[src/rtl/sal_sched_arbiter.sv]
// sal_sched_arbiter: multi-bank command arbiter with class priority, round-robin
// fairness and tRRD/tCCD/tWTR/tRTW spacing, feeding one registered command output.
module sal_sched_arbiter #(
    parameter int NUM_BANKS   = 4,
    parameter int BA_WIDTH    = $clog2(NUM_BANKS),
    parameter int RA_WIDTH    = 16,
    parameter int CA_WIDTH    = 10,
    parameter int ID_WIDTH    = 4,
    parameter int LEN_WIDTH   = 4,
    parameter int T_RRD_WIDTH = 3,
    parameter int T_CCD_WIDTH = 3,
    parameter int T_WTR_WIDTH = 4,
    parameter int T_RTW_WIDTH = 4
) (
    input  logic                           clk,
    input  logic                           rst_n,
    input  logic [NUM_BANKS-1:0]           act_req,
    input  logic [NUM_BANKS-1:0]           rd_req,
    input  logic [NUM_BANKS-1:0]           wr_req,
    input  logic [NUM_BANKS-1:0]           pre_req,
    input  logic [NUM_BANKS-1:0]           ref_req,
    input  logic [NUM_BANKS*RA_WIDTH-1:0]  ra,
    input  logic [NUM_BANKS*CA_WIDTH-1:0]  ca,
    input  logic [NUM_BANKS*ID_WIDTH-1:0]  id,
    input  logic [NUM_BANKS*LEN_WIDTH-1:0] len,
    output logic [NUM_BANKS-1:0]           act_gnt,
    output logic [NUM_BANKS-1:0]           rd_gnt,
    output logic [NUM_BANKS-1:0]           wr_gnt,
    output logic [NUM_BANKS-1:0]           pre_gnt,
    output logic [NUM_BANKS-1:0]           ref_gnt,
    input  logic [T_RRD_WIDTH-1:0]         t_rrd_m1,
    input  logic [T_CCD_WIDTH-1:0]         t_ccd_m1,
    input  logic [T_WTR_WIDTH-1:0]         t_wtr_m1,
    input  logic [T_RTW_WIDTH-1:0]         t_rtw_m1,
    output logic                           cmd_valid,
    output logic [2:0]                     cmd_type,
    output logic [BA_WIDTH-1:0]            cmd_ba,
    output logic [RA_WIDTH-1:0]            cmd_ra,
    output logic [CA_WIDTH-1:0]            cmd_ca,
    output logic [ID_WIDTH-1:0]            cmd_id,
    output logic [LEN_WIDTH-1:0]           cmd_len
);
    logic [BA_WIDTH-1:0]    rr_ptr, gnt_idx, idx;
    logic [T_RRD_WIDTH-1:0] rrd_cnt;
    logic [T_CCD_WIDTH-1:0] ccd_cnt;
    logic [T_WTR_WIDTH-1:0] wtr_cnt;
    logic [T_RTW_WIDTH-1:0] rtw_cnt;
    logic [NUM_BANKS-1:0]   ref_v, pre_v, act_v, rd_v, wr_v, col_v, cls, gnt;
    logic                   gnt_any;
    logic [2:0]             gnt_type;

    always_comb begin
        ref_v   = ref_req;
        pre_v   = pre_req & ~ref_req;
        act_v   = act_req & ~ref_req & ~pre_req;
        rd_v    = rd_req & ~ref_req & ~pre_req & ~act_req;
        wr_v    = wr_req & ~ref_req & ~pre_req & ~act_req & ~rd_req;
        col_v   = (ccd_cnt == '0 && wtr_cnt == '0 ? rd_v : '0) |
                  (ccd_cnt == '0 && rtw_cnt == '0 ? wr_v : '0);
        // a blocked ACT class falls through to the column class
        cls     = !rst_n ? '0 : |ref_v ? ref_v : |pre_v ? pre_v :
                  (rrd_cnt == '0 && |act_v) ? act_v : col_v;
        gnt     = '0;
        gnt_idx = '0;
        gnt_any = 1'b0;
        idx     = '0;
        for (int k = 0; k < NUM_BANKS; k++) begin
            idx = rr_ptr + BA_WIDTH'(k);
            if (!gnt_any && cls[idx]) begin
                gnt_any      = 1'b1;
                gnt_idx      = idx;
                gnt[idx]     = 1'b1;
            end
        end
    end

    assign ref_gnt  = gnt & ref_v;
    assign pre_gnt  = gnt & pre_v;
    assign act_gnt  = gnt & act_v;
    assign rd_gnt   = gnt & rd_v;
    assign wr_gnt   = gnt & wr_v;
    assign gnt_type = |ref_gnt ? 3'd5 : |pre_gnt ? 3'd4 : |act_gnt ? 3'd1 :
                      |rd_gnt ? 3'd2 : |wr_gnt ? 3'd3 : 3'd0;

    always_ff @(posedge clk or negedge rst_n) begin
        if (!rst_n) begin
            rr_ptr    <= '0;
            rrd_cnt   <= '0;
            ccd_cnt   <= '0;
            wtr_cnt   <= '0;
            rtw_cnt   <= '0;
            cmd_valid <= 1'b0;
            cmd_type  <= 3'd0;
            cmd_ba    <= '0;
            cmd_ra    <= '0;
            cmd_ca    <= '0;
            cmd_id    <= '0;
            cmd_len   <= '0;
        end else begin
            rr_ptr    <= gnt_any ? gnt_idx + BA_WIDTH'(1) : rr_ptr;
            rrd_cnt   <= |act_gnt ? t_rrd_m1 : rrd_cnt == '0 ? '0 : rrd_cnt - T_RRD_WIDTH'(1);
            ccd_cnt   <= (|rd_gnt || |wr_gnt) ? t_ccd_m1 : ccd_cnt == '0 ? '0 : ccd_cnt - T_CCD_WIDTH'(1);
            rtw_cnt   <= |rd_gnt ? t_rtw_m1 : rtw_cnt == '0 ? '0 : rtw_cnt - T_RTW_WIDTH'(1);
            wtr_cnt   <= |wr_gnt ? t_wtr_m1 : wtr_cnt == '0 ? '0 : wtr_cnt - T_WTR_WIDTH'(1);
            cmd_valid <= gnt_any;
            cmd_type  <= gnt_type;
            if (gnt_any) begin
                cmd_ba  <= gnt_idx;
                cmd_ra  <= ra[int'(gnt_idx)*RA_WIDTH +: RA_WIDTH];
                cmd_ca  <= ca[int'(gnt_idx)*CA_WIDTH +: CA_WIDTH];
                cmd_id  <= id[int'(gnt_idx)*ID_WIDTH +: ID_WIDTH];
                cmd_len <= len[int'(gnt_idx)*LEN_WIDTH +: LEN_WIDTH];
            end
        end
    end
endmodule

[config.mk]
export PLATFORM = sky130hd
export DESIGN_NAME = sal_sched_arbiter
export DESIGN_NICKNAME = d
export VERILOG_FILES = /design/src/rtl/sal_sched_arbiter.sv
export SDC_FILE = /design/constraint.sdc
export NUM_CORES = 1
export LEC_CHECK = 0
export BUFFER_PORTS_ARGS = -buffer_cell sky130_fd_sc_hd__buf_2
export CAP_MARGIN = 25
export CORE_ASPECT_RATIO = 0.75
export CORE_MARGIN = 8
export CORE_UTILIZATION = 46
export DETAILED_ROUTE_END_ITERATION = 10
export PLACE_DENSITY = 0.9
export REMOVE_ABC_BUFFERS = 1
export SETUP_SLACK_MARGIN = 0.05
export SLEW_MARGIN = 40
export SYNTH_ARGS = -nofsm -noshare
export SYNTH_HDL_FRONTEND = slang
export SYNTH_SLANG_ARGS = --single-unit
[constraint.sdc]
create_clock -name clk -period 4.8 [get_ports clk]
set_clock_uncertainty 0.15 [all_clocks]
set_input_delay 0.72 -clock clk [delete_from_list [all_inputs] [get_ports clk]]
set_output_delay 0.72 -clock clk [all_outputs]
set_load 0.02 [all_outputs]
## Word level (Yosys, flattened, before mapping)

Cells that the tools add are included.

| word-level totals | value |
|---|---|
| register bits after elaboration | 56 |
| input bits | 172 |
| output and inout bits | 60 |
| logic and storage cells | 129 |

| operators by class | value |
|---|---|
| add/subtract/negate cells | 8 |
| multiply operators | 1 |
| $lt $le $gt $ge | 8 |
| shift-type cells | 4 |
| muxes and demuxes | 47 |
| bitwise operators | 23 |
| reduce and logical (&&, ||, !) cells | 26 |

Operator list:

| kind | number |
|---|---|
| 64-bit by 7-bit indexed part select with 16-bit output | 1 |
| 4-bit AND | 15 |
| 4-bit 2-to-1 mux | 14 |
| 40-bit by 7-bit indexed part select with 10-bit output | 1 |
| 4-bit OR reduction | 8 |
| 16-bit by 5-bit indexed part select with 4-bit output | 2 |
| 3-bit 2-to-1 mux | 6 |
| 4-bit NOT | 4 |
| 4-bit bitwise OR | 4 |
| 2-bit 2-to-1 mux | 7 |
| 2-bit by 3-bit < comparator with 1-bit output (second input constant) | 4 |
| 1-bit 2-to-1 mux | 12 |
| 1-bit logical AND | 10 |
| 1-bit binary-select mux with 2-bit select | 4 |
| 1-bit demux with 2-bit select | 4 |
| 2-bit by 1-bit greater-or-equal comparator with 1-bit output (second input constant) | 4 |
| 4-bit zero test | 2 |
| 4-bit by 1-bit subtractor with 4-bit output (second input constant) | 2 |
| 3-bit zero test | 2 |
| 3-bit by 1-bit subtractor with 3-bit output (second input constant) | 2 |
| 2-bit by 3-bit multiplier with 5-bit output (second input constant) | 1 |
| 2-bit by 1-bit adder with 2-bit output (second input constant) | 2 |
| 2-bit adder (second input constant) | 2 |
| 1-bit zero test | 3 |
| 1-bit logical OR | 1 |

## Logic depth before layout (Yosys ltp)

Gate-level depths: netlist of the first run.

| logic depth | value |
|---|---|
| depth after elaboration | 30 |
| mapped depth | 14 |
| mapped depth without buffers | 13 |

## Worst setup path before layout of the first run

No wires, ideal clock.

| timing path | value |
|---|---|
| path kind | input to output |
| start point | in ref_req[0] |
| end point | out ref_gnt[0] |
| arrival | 3164 ps |
| required time | 3930 ps |
| slack | 766 ps |
| stages on the path | 8 |
| buffers on the path | 0 |
| cell sequence | or3_1 -> a2111o_1 -> a21bo_1 -> mux4_2 -> or2_0 -> a21oi_1 -> nor2_2 -> nor2b_1 |

| between the ends | value |
|---|---|
| word-level cells in the longest chain between the ends | 24 |
| elaborated cells on any way between the ends | 47 |
| those cells by class | mux: 21; bitwise: 16; reduce/logical: 10 |

Ends and longest elaborated chain:

| item | line | text |
|---|---|---|
| start, declared | 21 | `input logic [NUM_BANKS-1:0] ref_req,` |
| 4-bit NOT | n/a |  |
| 4-bit AND (4 in series) | 57 | `wr_v = wr_req & ~ref_req & ~pre_req & ~act_req & ~rd_req;` |
| 4-bit 2-to-1 mux | 59 | `(ccd_cnt == '0 && rtw_cnt == '0 ? wr_v : '0);` |
| 4-bit bitwise OR | 58 | `col_v = (ccd_cnt == '0 && wtr_cnt == '0 ? rd_v : '0) \|` |
| 4-bit 2-to-1 mux | 62 | `(rrd_cnt == '0 && \|act_v) ? act_v : col_v;` |
| 4-bit 2-to-1 mux (3 in series) | 61 | `cls = !rst_n ? '0 : \|ref_v ? ref_v : \|pre_v ? pre_v :` |
| 1-bit binary-select mux with 2-bit select | 69 | `if (!gnt_any && cls[idx]) begin` |
| 1-bit 2-to-1 mux (not written as such) | 69 |  |
| [... 3 more ...] | n/a |  |
| 1-bit 2-to-1 mux | 69 |  |
| 1-bit zero test | 69 |  |
| 1-bit logical AND | 69 |  |
| 1-bit 2-to-1 mux | 69 |  |
| 1-bit zero test | 69 |  |
| 1-bit logical AND | 69 |  |
| 4-bit 2-to-1 mux | 69 |  |
| 4-bit AND (*) | 77 | `assign ref_gnt = gnt & ref_v;` |
| end, declared | 30 | `output logic [NUM_BANKS-1:0] ref_gnt,` |

Mark *: on every way between the ends. The rest lies on a longest branch, timed or not. The select of a mux whose other input is x is not followed.

## Worst setup path after layout of the first run

| timing path | value |
|---|---|
| start point | reg ccd_cnt[0] |
| end point | out ref_gnt[1] |

| between the ends | value |
|---|---|
| word-level cells in the longest chain between the ends | 21 |
| elaborated cells on any way between the ends | 35 |
| those cells by class | mux: 21; bitwise: 5; reduce/logical: 9 |

Ends and longest elaborated chain:

| item | line | text |
|---|---|---|
| start, declared | 45 | `logic [T_CCD_WIDTH-1:0] ccd_cnt;` |
| start signal, assigned | 102 | `ccd_cnt <= (\|rd_gnt \|\| \|wr_gnt) ? t_ccd_m1 : ccd_cnt == '0 ? '0 : ccd_cnt - T_CCD_WIDTH'(1);` |
| 3-bit zero test (*) | 58, 59 |  |
| 1-bit logical AND (on tied branches) | 58, 59 |  |
| 4-bit 2-to-1 mux (on tied branches) | 58, 59 |  |
| 4-bit bitwise OR (*) | 58 |  |
| 4-bit 2-to-1 mux (*) | 62 |  |
| 4-bit 2-to-1 mux (*) (3 in series) | 61 |  |
| 1-bit binary-select mux with 2-bit select | 69 |  |
| 1-bit 2-to-1 mux (not written as such) | 69 |  |
| [... 3 more ...] | n/a |  |
| 1-bit 2-to-1 mux | 69 |  |
| 1-bit zero test | 69 |  |
| 1-bit logical AND | 69 |  |
| 1-bit 2-to-1 mux | 69 |  |
| 1-bit zero test | 69 |  |
| 1-bit logical AND | 69 |  |
| 4-bit 2-to-1 mux (*) | 69 |  |
| 4-bit AND (*) | 77 |  |

Marked as above.

==> metrics.log, run 1 <==
[metrics] Initial Util: around 47%
[metrics] worst-margin pin slew: 0.820 ns
[metrics] sort of element at the start of the critical path: flip-flop
[metrics] number of cells in the finished layout apart from fillers: 910
[metrics] first-pass GRT wire length: approximately 24000 um
[metrics] Post-CTS Hold Fix Bufs: 0
[metrics] worst ir drop on vdd: 0.000280 V
[metrics] Nets: between 900 and 1000
[metrics] Unique masters post-synth: 64
[metrics] crit path kind: reg2out
[metrics] fraction of registers with async set or reset after synthesis: 100%
[metrics] detailed-placement wirelength estimate: 12600 um
[metrics] overflow left after global routing: 0
[metrics] Yosys warning count: 0
[metrics] Final ANT Viol Nets: 0
[metrics] cell depth of the worst flop-to-flop path: 14
[metrics] maximum cell stage delay along the critical path: 0.53 ns
[metrics] CTS Buf Count: 5
[metrics] Total Routed Length: 15800 um
[metrics] family of cells with the greatest summed delay on the critical path: compound AO/OA/AOI/OAI gates
[metrics] Cell Area, Synth: 0.00431 sq mm
[metrics] achievable frequency: 218 MHz
[metrics] worst path cell trace: nor2_4 > ha_4 > nor3b_1 > buf_4 > nand4_1 > a2111o_1 > a21bo_1 > mux4_2 > or2_0 > a21oi_2 > nor2_2 > nor2b_1 > buf_2
[metrics] x dimension of the die: roughly 130 um
[metrics] critical register-to-register path startpoint: ccd_cnt[0]
[metrics] detailed-route wire length per cell: approximately 17 um
[metrics] slew margin rel.: approximately 45%
[metrics] fin crit period: roughly 4.6 ns
[metrics] number of antenna violations at the first check in global routing: 2
[metrics] Static Leak: roughly 3.2 nW
[metrics] Hold Violations, Final: 0
[metrics] maximum fanout along the worst path: 5
[metrics] highest-count cells in the layout ignoring fill and taps: 230 x buf_2, 122 x nand2_1, 75 x a21oi_1
[metrics] post-synthesis register bit count: 56
[metrics] number of buffer and inverter stages on the critical path: 2
[metrics] sequential-to-total area share from yosys stat: 32.5%
[metrics] area fraction of the dominant cell type after synthesis: between 30% and 40%
[metrics] reg2reg end: ccd_cnt[1]
[metrics] Avg Cell Area, Syn: between 7 and 8 sq um
[metrics] worst path required time: approximately 3.9 ns
[metrics] total of endpoints with negative setup slack in the final report: 0
[metrics] most common library cell in the layout ignoring fill and taps: buf_2
[metrics] Design Power: approximately 3.4 mW
[metrics] setup repair after global routing missed its margin: no
[metrics] number of instances in the synthesized netlist: between 500 and 600
[metrics] total via count after detailed routing: between 5000 and 6000
[metrics] H-Tree Level Count: 2
[metrics] fraction of layout cells with a size suffix above 1: between 30% and 40%
[metrics] arrival time of the worst setup path: 3.71 ns
[metrics] RePlAce Congestion: around 0.91
[metrics] Area growth, synth to finish: 37.0%
[metrics] Total Die Area: 0.0127 sq mm
[metrics] Clock Pin Slew Worst Setup and Hold Paths: roughly 0.070 ns
[metrics] Core ar.: approximately 0.0091 sq mm
[metrics] Hold/Removal Path Class: in2async
[metrics] clock tree from TritonCTS: done
[metrics] overall track demand over capacity in global routing: between 20% and 30%
[metrics] Fill cells: 823
[metrics] number of cells in the design after placement: between 800 and 900
[metrics] kind of end point of the critical path: output pin
[metrics] Max Cap Violations: 0
[metrics] initial drt markers: a little over 300
[metrics] library cell occupying the most area in the post-synthesis netlist: dfrtp_1
[metrics] Power Density: ~580 mW/mm^2
[metrics] run status: finished clean
[metrics] maximum number of pins on one net before global-route repair: slightly above 70
[metrics] height of the die: 99.8 um
[metrics] TritonCTS sink count: 56
[metrics] Via density: ~5.6
[metrics] I/O Buffers: around 230
[metrics] number of core rows: 30
[metrics] Primary FF master, synth: dfrtp_1
[metrics] number of buffers between clock root and the deepest sink: 2
[metrics] worst-case register-to-register setup slack: approximately 0.59 ns
[metrics] Slew Viols, Final: 0
[metrics] share of the clock period used by the worst path: a little over nine tenths
[metrics] number of enable-type register cells in the synthesized netlist: 0
[metrics] slowest cell on the critical path: mux4_2
[metrics] num ports: between 200 and 250
[metrics] first drt pass iteration count: 5
[metrics] DRC Markers: 0
[metrics] clk root buf: clkbuf_16
[metrics] worst skew pair latency: 0.30 ns
[metrics] cell types occupying the most area after synthesis: dfrtp_1 33%, nand2_1 11%, a21oi_1 8.9%
[metrics] number of global-route vias before repair: a little under 5000
## kinds of logic after synthesis
kind of cell	after synthesis	synth area share (%)
compound gates	179	28.6
simple gates	252	27.9
fa+ha+maj	10	2.90
xor+xnor	1	0.203
buf+inv	51	4.53
flops	56	32.5
mux	10	3.37
## Yosys cell counts (2+ instances only)
cell type,number
a21oi_2,2
clkbuf_1,27
nand3_2,3
o21ai_1,3
or4_4,2
or3b_4,2
a21o_1,3
buf_2,3
or2_0,4
mux2i_1,3
a31oi_1,2
o21bai_1,6
a41o_1,33
dfrtp_1,56
nor2_1,52
and4_1,2
inv_1,19
o211ai_1,8
nor3_1,6
and2_1,2
a21oi_1,77
buf_1,2
mux4_2,3
o21a_1,5
nor2_2,3
ha_1,10
a211oi_1,4
nor4_1,2
nand2_1,123
nor2b_1,8
o21ai_0,16
nand2b_1,5
nand3_1,14
or3_1,5
nand4_1,6
o31ai_1,5
o221ai_1,2
nor3b_1,4
mux2_1,2
## metrics by stage
stage	setup TNS [ns]	hold WS (ns)	worst slack, ns	utilization [%]	cell area, sq um
final	0	0.306	0.219	65.0	5900
after global routing	0	0.326	0.0500	65.0	5900
after CTS	0	0.312	0.0706	64.2	5830
after detailed placement	0	0.354	0.390	62.3	5660
after global placement	0	0.333	0.432	62.3	5660
after floorplan	-16.70	0.274	-0.656	-	4180
## state kept, by name (all words and copies together), names as in the netlist
name,flops
cmd_ra,16
cmd_ca,10
cmd_id,4
cmd_len,4
rtw_cnt,4
wtr_cnt,4
ccd_cnt,3
cmd_type,3
rrd_cnt,3
cmd_ba,2
rr_ptr,2
cmd_valid,1
## cell type report
class	count	area (sq um)	share of cell area, %
sequential	56	1400	23.7
multi-input combinational	453	2800	47.5
tap	128	160	2.71
timing repair buffer	245	1300	22.0
clock buffer	6	129	2.18
inverter	19	71.3	1.21
antenna	1	2.50	0.0424
clock inverter	2	35.0	0.593
## report_power, final
group | switching [mW] | internal [mW] | leakage [nW]
sequential | 0.135 | 0.695 | 0.681
clock | 0.164 | 0.246 | 0.0808
combinational | 1.32 | 0.840 | 2.39
## layer usage
layer  global-route usage [%]  vias to the layer above  part of all wire [%]
li1                         -                     2457                     -
met1                     29.6                     2425                    42
met2                     38.6                      230                    48
met3                     6.41                       18                   9.2
met4                     5.28                        2                   1.2
met5                        0                        -                 0.082
## timing repair
action                     CTS  global route
cloned                       0             1
gates resized for setup      1             8
buffers inserted             0             1
setup endpoints to repair    1            20
pin swaps                    0             3
## worst max path at each step
stage | startpoint | to | slack, ns | cells after the start
floorplan | ref_req[0] | cmd_ra[9] | -0.66 | 9
global placement | ref_req[0] | act_gnt[0] | 0.43 | 10
detailed placement | ccd_cnt[0] | act_gnt[0] | 0.39 | 13
CTS | ccd_cnt[0] | ref_gnt[3] | 0.07 | 13
global route | ccd_cnt[0] | ref_gnt[1] | 0.05 | 13
finish | ccd_cnt[0] | ref_gnt[1] | 0.22 | 13
(Power assumes the default switching activity.)
==> run 2, diff against run 1 <==
--- a/config.mk
+++ b/config.mk
@@ -10,8 +10,9 @@
 export CORE_ASPECT_RATIO = 0.75
 export CORE_MARGIN = 8
 export CORE_UTILIZATION = 46
+export CTS_CLUSTER_SIZE = 24
 export DETAILED_ROUTE_END_ITERATION = 10
-export PLACE_DENSITY = 0.9
+export PLACE_DENSITY = 0.82
 export REMOVE_ABC_BUFFERS = 1
 export SETUP_SLACK_MARGIN = 0.05
 export SLEW_MARGIN = 40
==> metrics.log, run 2 (synthesized netlist as in run 1, its figures left out) <==
[metrics] kind of end point of the critical path: output pin (unchanged)
[metrics] Cell Int Power: 1.77 mW (was 1.78 mW)
[metrics] achievable frequency: 220 MHz (was 218 MHz)
[metrics] first-pass GRT wire length: 26500 um (was 24400 um)
[metrics] utilization of the core after routing: 64.7% (was 65.0%)
[metrics] Post-CTS Hold Fix Bufs: 0 (unchanged)
[metrics] number of cells in the finished layout apart from fillers: 906 (was 910)
[metrics] worst path cell trace: nor2_2 > ha_2 > nor3b_2 > buf_4 > nand4_1 > a2111o_1 > a21bo_1 > mux4_2 > or2_0 > a21oi_2 > nor2_2 > nor2b_1 > buf_2 (was nor2_4 > ha_4 > nor3b_1 > buf_4 > nand4_1 > a2111o_1 > a21bo_1 > mux4_2 > or2_0 > a21oi_2 > nor2_2 > nor2b_1 > buf_2)
[metrics] sort of element at the start of the critical path: flip-flop (unchanged)
[metrics] Design Power: 3.43 mW (was 3.40 mW)
[metrics] Initial Util: 47.4% (unchanged)
[metrics] fraction of power spent switching nets: 48.2% (was 47.7%)
[metrics] final worst slack: 0.246 ns (was 0.219 ns)
[metrics] initial drt markers: 409 (was 310)
[metrics] number of global-route vias before repair: 5221 (was 4950)
[metrics] TritonCTS sink count: 56 (unchanged)
[metrics] Hold/Removal Path Class: in2async (unchanged)
[metrics] RePlAce Congestion: 0.930 (was 0.911)
[metrics] combinational share of power: 62.9% (was 63.6%)
[metrics] number of cells in the design after placement: 896 (was 899)
[metrics] Clock Pin Slew Worst Setup and Hold Paths: 0.07 ns (about the same)
[metrics] first drt pass iteration count: 5 (unchanged)
[metrics] fraction of layout cells with a size suffix above 1: 36.9% (was 37.0%)
[metrics] Power Density: 583 mW/mm^2 (was 577 mW/mm^2)
[metrics] fin crit period: 4.55 ns (was 4.58 ns)
[metrics] worst-case register-to-register setup slack: 0.55 ns (was 0.59 ns)
[metrics] most prevalent standard cell on the critical path: nor2_2
[metrics] Max Cap Violations: 0 (unchanged)
[metrics] maximum number of pins on one net before global-route repair: 70 (was 72)
[metrics] number of core rows: 30 (unchanged)
[metrics] CTS Buf Count: 5 (unchanged)
[metrics] crit path kind: reg2out (unchanged)
[metrics] worst-margin pin slew: 0.811 ns (was 0.820 ns)
[metrics] share of the clock period used by the worst path: 94.9% (was 95.4%)
[metrics] setup repair after global routing missed its margin: yes (was no)
[metrics] reg2reg end: ccd_cnt[2] (was ccd_cnt[1])
[metrics] placed standard-cell area: 0.00564 sq mm (was 0.00566 sq mm)
[metrics] worst path required time: 3.93 ns (about the same)
[metrics] highest-count cells in the layout ignoring fill and taps: 231 x buf_2, 122 x nand2_1, 75 x a21oi_1 (was 230 x buf_2, 122 x nand2_1, 75 x a21oi_1)
[metrics] arrival time of the worst setup path: 3.68 ns (was 3.71 ns)
[metrics] Static Leak: 3.14 nW (was 3.15 nW)
[metrics] number of antenna cells inserted: 0 (was 1)
[metrics] Total Routed Length: 17200 um (was 15800 um)
[metrics] run status: finished clean (unchanged)
[metrics] Core ar.: 0.00908 sq mm (unchanged)
[metrics] maximum fanout along the worst path: 5 (unchanged)
[metrics] Regs by FF count: cmd_ra: 16 flops, cmd_ca: 10 flops (unchanged)
[metrics] family of cells with the greatest summed delay on the critical path: compound AO/OA/AOI/OAI gates (unchanged)
[metrics] DRC Markers: 0 (unchanged)
[metrics] Area growth, synth to finish: 36.4% (was 37.0%)
[metrics] Nets: 959 (was 962)
[metrics] slowest cell on the critical path: a2111o_1 (was mux4_2)
[metrics] overflow left after global routing: 0 (unchanged)
[metrics] H-Tree Level Count: 2 (unchanged)
[metrics] relative contribution of the clock network to total power: 12.2% (was 12.0%)
[metrics] clock tree from TritonCTS: done (unchanged)
[metrics] most common library cell in the layout ignoring fill and taps: buf_2 (unchanged)
[metrics] detailed-placement wirelength estimate: 13800 um (was 12600 um)
[metrics] clk root buf: clkbuf_16 (unchanged)
[metrics] Final ANT Viol Nets: 0 (unchanged)
[metrics] slew margin rel.: 45.4% (was 45.1%)
[metrics] x dimension of the die: 128 um (unchanged)
[metrics] Reg with most FFs: cmd_ra (unchanged)
[metrics] Total Die Area: 0.0127 sq mm (unchanged)
[metrics] worst skew pair latency: 0.29 ns (was 0.30 ns)
[metrics] Hold Violations, Final: 0 (unchanged)
[metrics] maximum cell stage delay along the critical path: 0.51 ns (was 0.53 ns)
[metrics] I/O Buffers: 231 (unchanged)
[metrics] overall track demand over capacity in global routing: 25.7% (was 23.3%)
[metrics] hold slack: 0.202 ns (was 0.306 ns)
[metrics] Via density: 5.77 (was 5.64)
[metrics] detailed-route wire length per cell: 19.0 um (was 17.4 um)
[metrics] minimum setup slack after placement: 0.388 ns (was 0.390 ns)
[metrics] flip-flop count of the largest register after layout: 16 (unchanged)
[metrics] Fill cells: 812 (was 823)
[metrics] number of antenna violations at the first check in global routing: 0 (was 2)
[metrics] power share of the sequential group: 24.9% (was 24.4%)
[metrics] worst ir drop on vdd: 0.000253 V (was 0.000280 V)
[metrics] num ports: 232 (unchanged)
[metrics] Slew Viols, Final: 0 (unchanged)
[metrics] critical register-to-register path startpoint: ccd_cnt[0] (unchanged)
[metrics] switching power summed over all nets: 1.65 mW (was 1.62 mW)
[metrics] TNS Setup: 0 ns (unchanged)
[metrics] height of the die: 99.8 um (unchanged)
[metrics] number of buffer and inverter stages on the critical path: 2 (unchanged)
[metrics] cell depth of the worst flop-to-flop path: 14 (unchanged)
[metrics] area of all placed cells without fillers: 0.00588 sq mm (was 0.00590 sq mm)
[metrics] number of buffers between clock root and the deepest sink: 2 (unchanged)
[metrics] total of endpoints with negative setup slack in the final report: 0 (unchanged)
[metrics] total via count after detailed routing: 5232 (was 5132)
==> run 2: routing by layer <==
| metal | track usage [%] | up-vias | wire, um |
|---|---|---|---|
| li1 | - | 2456 | - |
| met1 | 32.1 | 2525 | 7080 |
| met2 | 42.1 | 216 | 8290 |
| met3 | 7.42 | 35 | 1360 |
| met4 | 8.01 | 0 | 435 |
| met5 | 0 | - | 0 |
==> run 2: worst max path at each step <==
stage	startpoint	endpoint	cells after the start	slack, ns
after floorplan	ref_req[0]	cmd_ra[9]	9	-0.66
after global placement	ref_req[0]	ref_gnt[3]	10	0.38
after detailed placement	ref_req[0]	ref_gnt[0]	10	0.39
after CTS	ccd_cnt[0]	ref_gnt[3]	12	0.12
after global routing	ccd_cnt[0]	ref_gnt[0]	13	0.02
final	ccd_cnt[0]	ref_gnt[0]	13	0.25
==> run 2: power groups by stage <==
stage / Clock [mW] / Combinational [mW] / Sequential [mW]
finish: 0.418 / 2.16 / 0.852
global route: 0.450 / 2.35 / 0.882
CTS: 0.432 / 2.10 / 0.847
detailed placement: 0 / 2.09 / 0.855
global placement: 0 / 2.05 / 0.844
floorplan: 0 / 1.17 / 1.04
==> run 2: layout make-up <==
class	count	area [sq um]	area share (%)
inverter	19	71.3	1.21
clock inverter	2	38.8	0.660
clock buffer	6	129	2.19
timing repair buffer	242	1280	21.7
tap	128	160	2.73
sequential	56	1400	23.8
multi-input combinational	453	2800	47.6
==> run 2: what timing repair did <==
item / in CTS / in global routing
setup endpoints to repair: 0 / 20
setup buffers: 0 / 1
resized for setup: 0 / 8
==> run 3, diff against run 2 <==
--- a/config.mk
+++ b/config.mk
@@ -6,7 +6,6 @@
 export NUM_CORES = 1
 export LEC_CHECK = 0
 export BUFFER_PORTS_ARGS = -buffer_cell sky130_fd_sc_hd__buf_2
-export CAP_MARGIN = 25
 export CORE_ASPECT_RATIO = 0.75
 export CORE_MARGIN = 8
 export CORE_UTILIZATION = 46
@@ -15,6 +14,7 @@
 export PLACE_DENSITY = 0.82
 export REMOVE_ABC_BUFFERS = 1
 export SETUP_SLACK_MARGIN = 0.05
+export SKIP_LAST_GASP = 1
 export SLEW_MARGIN = 40
 export SYNTH_ARGS = -nofsm -noshare
 export SYNTH_HDL_FRONTEND = slang
==> constraint.sdc (replaced) <==
create_clock -name clk -period 4.8 [get_ports clk]
set_clock_uncertainty 0.15 [all_clocks]
set_input_delay 1.44 -clock clk [delete_from_list [all_inputs] [get_ports clk]]
set_output_delay 1.44 -clock clk [all_outputs]
set_load 0.02 [all_outputs]
==> metrics.log, run 3 (synthesized netlist as in run 1, its figures left out) <==
[metrics] arrival time of the worst setup path: 4.01 ns (was 3.68 ns)
[metrics] area of combinational cells with multiple inputs: 0.00310 sq mm (was 0.00280 sq mm)
[metrics] Hold/Removal Path Class: reg2reg (was in2async)
[metrics] Total Die Area: 0.0127 sq mm (unchanged)
[metrics] placed standard-cell area: 0.00612 sq mm (was 0.00564 sq mm)
[metrics] Total Routed Length: 19400 um (was 17200 um)
[metrics] overflow left after global routing: 0 (unchanged)
[metrics] number of antenna violations at the first check in global routing: 0 (unchanged)
[metrics] run status: finished with violations (was finished clean)
[metrics] overall track demand over capacity in global routing: 28.0% (was 25.7%)
[metrics] RePlAce Congestion: 0.910 (was 0.930)
[metrics] total of endpoints with negative setup slack in the final report: 30 (was 0)
[metrics] number of cells in the design after placement: 959 (was 896)
[metrics] maximum fanout along the worst path: 6 (was 5)
[metrics] crit path kind: in2out (was reg2out)
[metrics] failing checks: setup timing
[metrics] number of buffers between clock root and the deepest sink: 2 (unchanged)
[metrics] power share of the sequential group: 21.8% (was 24.9%)
[metrics] number of core rows: 30 (unchanged)
[metrics] most common library cell in the layout ignoring fill and taps: buf_2 (unchanged)
[metrics] final worst slack: -0.801 ns (was 0.246 ns)
[metrics] sort of element at the start of the critical path: input pin (was flip-flop)
[metrics] worst path required time: 3.21 ns (was 3.93 ns)
[metrics] clock tree from TritonCTS: done (unchanged)
[metrics] total via count after detailed routing: 5694 (was 5232)
[metrics] worst-margin pin slew: 0.613 ns (was 0.811 ns)
[metrics] TritonCTS sink count: 56 (unchanged)
[metrics] area of all placed cells without fillers: 0.00702 sq mm (was 0.00588 sq mm)
[metrics] Post-CTS Hold Fix Bufs: 0 (unchanged)
[metrics] family of cells with the greatest summed delay on the critical path: compound AO/OA/AOI/OAI gates (unchanged)
[metrics] fraction of layout cells with a size suffix above 1: 48.3% (was 36.9%)
[metrics] met1 layer wirelength in the final routing: 7620 um (was 7080 um)
[metrics] switching power summed over all nets: 1.85 mW (was 1.65 mW)
[metrics] combinational share of power: 67.0% (was 62.9%)
[metrics] num ports: 232 (unchanged)
[metrics] share of the clock period used by the worst path: 117% (was 94.9%)
[metrics] maximum number of pins on one net before global-route repair: 69 (was 70)
[metrics] number of buffer and inverter stages on the critical path: 2 (unchanged)
[metrics] Fill cells: 649 (was 812)
[metrics] worst skew pair latency: 0.30 ns (was 0.29 ns)
[metrics] first-pass GRT wire length: 28900 um (was 26500 um)
[metrics] worst ir drop on vdd: 0.000357 V (was 0.000253 V)
[metrics] number of cells in the finished layout apart from fillers: 991 (was 906)
[metrics] clk root buf: clkbuf_16 (unchanged)
[metrics] x dimension of the die: 128 um (unchanged)
[metrics] Nets: 1044 (was 959)
[metrics] initial drt markers: 457 (was 409)
[metrics] fraction of power spent switching nets: 48.1% (was 48.2%)
[metrics] Clock Pin Slew Worst Setup and Hold Paths: 0.08 ns (was 0.07 ns)
[metrics] fin crit period: 5.60 ns (was 4.55 ns)
[metrics] area of all sequential standard cells: 0.00140 sq mm (unchanged)
[metrics] worst path cell trace: buf_2 > or3b_4 > a41oi_4 > a2111o_1 > a21bo_1 > mux4_2 > or2_0 > a21oi_2 > nor2_2 > nor2b_2 > buf_6 (was nor2_2 > ha_2 > nor3b_2 > buf_4 > nand4_1 > a2111o_1 > a21bo_1 > mux4_2 > or2_0 > a21oi_2 > nor2_2 > nor2b_1 > buf_2)
[metrics] amount of wire on met2 after detailed routing: 9740 um (was 8290 um)
[metrics] achievable frequency: 179 MHz (was 220 MHz)
[metrics] height of the die: 99.8 um (unchanged)
[metrics] first drt pass iteration count: 8 (was 5)
[metrics] Hold Violations, Final: 0 (unchanged)
[metrics] slew margin rel.: 59.2% (was 45.4%)
[metrics] Initial Util: 47.4% (unchanged)
[metrics] Max Cap Violations: 0 (unchanged)
[metrics] H-Tree Level Count: 2 (unchanged)
[metrics] flip-flop count of the largest register after layout: 16 (unchanged)
[metrics] CTS Buf Count: 5 (unchanged)
[metrics] Core ar.: 0.00908 sq mm (unchanged)
[metrics] Slew Viols, Final: 0 (unchanged)
[metrics] DRC Markers: 0 (unchanged)
[metrics] Regs by FF count: cmd_ra: 16 flops, cmd_ca: 10 flops (unchanged)
[metrics] detailed-route wire length per cell: 19.6 um (was 19.0 um)
[metrics] detailed-placement wirelength estimate: 14400 um (was 13800 um)
[metrics] number of antenna cells inserted: 0 (unchanged)
[metrics] kind of end point of the critical path: output pin (unchanged)
[metrics] DR top layer: met4 (unchanged)
[metrics] maximum cell stage delay along the critical path: 0.54 ns (was 0.51 ns)
[metrics] Area growth, synth to finish: 62.9% (was 36.4%)
[metrics] Static Leak: 3.68 nW (was 3.14 nW)
[metrics] relative contribution of the clock network to total power: 11.2% (was 12.2%)
[metrics] Final ANT Viol Nets: 0 (unchanged)
[metrics] slowest cell on the critical path: mux4_2 (was a2111o_1)
[metrics] number of global-route vias before repair: 5735 (was 5221)
[metrics] Via density: 5.75 (was 5.77)
[metrics] met3 WL: 1550 um (was 1360 um)
[metrics] I/O Buffers: 231 (unchanged)
[metrics] highest-count cells in the layout ignoring fill and taps: 206 x buf_2, 116 x nand2_1, 88 x buf_4 (was 231 x buf_2, 122 x nand2_1, 75 x a21oi_1)
[metrics] Cell Int Power: 2.00 mW (was 1.77 mW)
[metrics] Power Density: 549 mW/mm^2 (was 583 mW/mm^2)
[metrics] setup repair after global routing missed its margin: yes (unchanged)
[metrics] Reg with most FFs: cmd_ra (unchanged)
## run 3: power by group through the flow
stage | Clock, mW | Sequential (mW) | Combinational [mW]
4_1_cts | 0.435 | 0.835 | 2.40
3_3_place_gp | 0 | 0.824 | 2.20
6_report | 0.431 | 0.839 | 2.58
3_5_place_dp | 0 | 0.838 | 2.26
5_1_grt | 0.451 | 0.864 | 2.75
2_1_floorplan | 0 | 1.04 | 1.17
## run 3: final cells by class
| class | instances | area share, % |
|---|---|---|
| Clock buffer | 6 | 1.84 |
| Clock inverter | 2 | 0.553 |
| Multi-Input combinational cell | 453 | 44.2 |
| Timing Repair Buffer | 327 | 30.1 |
| Inverter | 19 | 1.02 |
| Sequential cell | 56 | 20.0 |
| Tap cell | 128 | 2.28 |
## run 3: path summary, 6_finish.rpt
| path | from | to | slack (ns) | depth (start not counted) |
|---|---|---|---|---|
| max in group asynchronous | rst_n | cmd_ca[6] | 2.90 | 2 |
| worst min-delay path | cmd_ba[1] | cmd_ba[1] | 0.36 | 2 |
| worst min register to register | cmd_ba[1] | cmd_ba[1] | 0.36 | 2 |
| worst max register to register | ccd_cnt[1] | ccd_cnt[2] | -0.03 | 22 |
| min in group asynchronous | rst_n | cmd_ba[0] | 1.02 | 2 |
| worst max-delay path | act_req[2] | ref_gnt[1] | -0.80 | 11 |
## run 3: what timing repair did
item	in CTS	in global routing
setup buffers	18	6
resized for setup	73	65
pin swaps	27	18
setup endpoints to repair	20	30
cloned	1	0
## run 3: layer usage
metal,vias to the layer above,GRT usage (%)
met5,-,0
met4,0,7.92
met3,48,5.72
met2,309,48.0
met1,2706,34.9
li1,2631,-
## run 3: stage by stage
| step | worst slack, ns | utilization (%) | power [mW] | TNS, ns | hold slack (ns) |
|---|---|---|---|---|---|
| finish | -0.801 | 77.2 | 3.85 | -15.77 | 0.364 |
| global placement | -0.827 | 67.4 | 3.02 | -16.02 | 0.335 |
| CTS | -0.720 | 74.0 | 3.67 | -13.58 | 0.367 |
| detailed placement | -0.901 | 67.4 | 3.10 | -18.10 | 0.348 |
| floorplan | -1.38 | - | 2.22 | -55.44 | 0.309 |
| global route | -0.858 | 77.2 | 4.06 | -17.91 | 0.377 |
## run 3: tightest hold or removal path: cells and delay by family, from the launching register on
family           cells  cell delay [ns]
and+or+nand+nor      2             0.13
DFF                  1             0.36
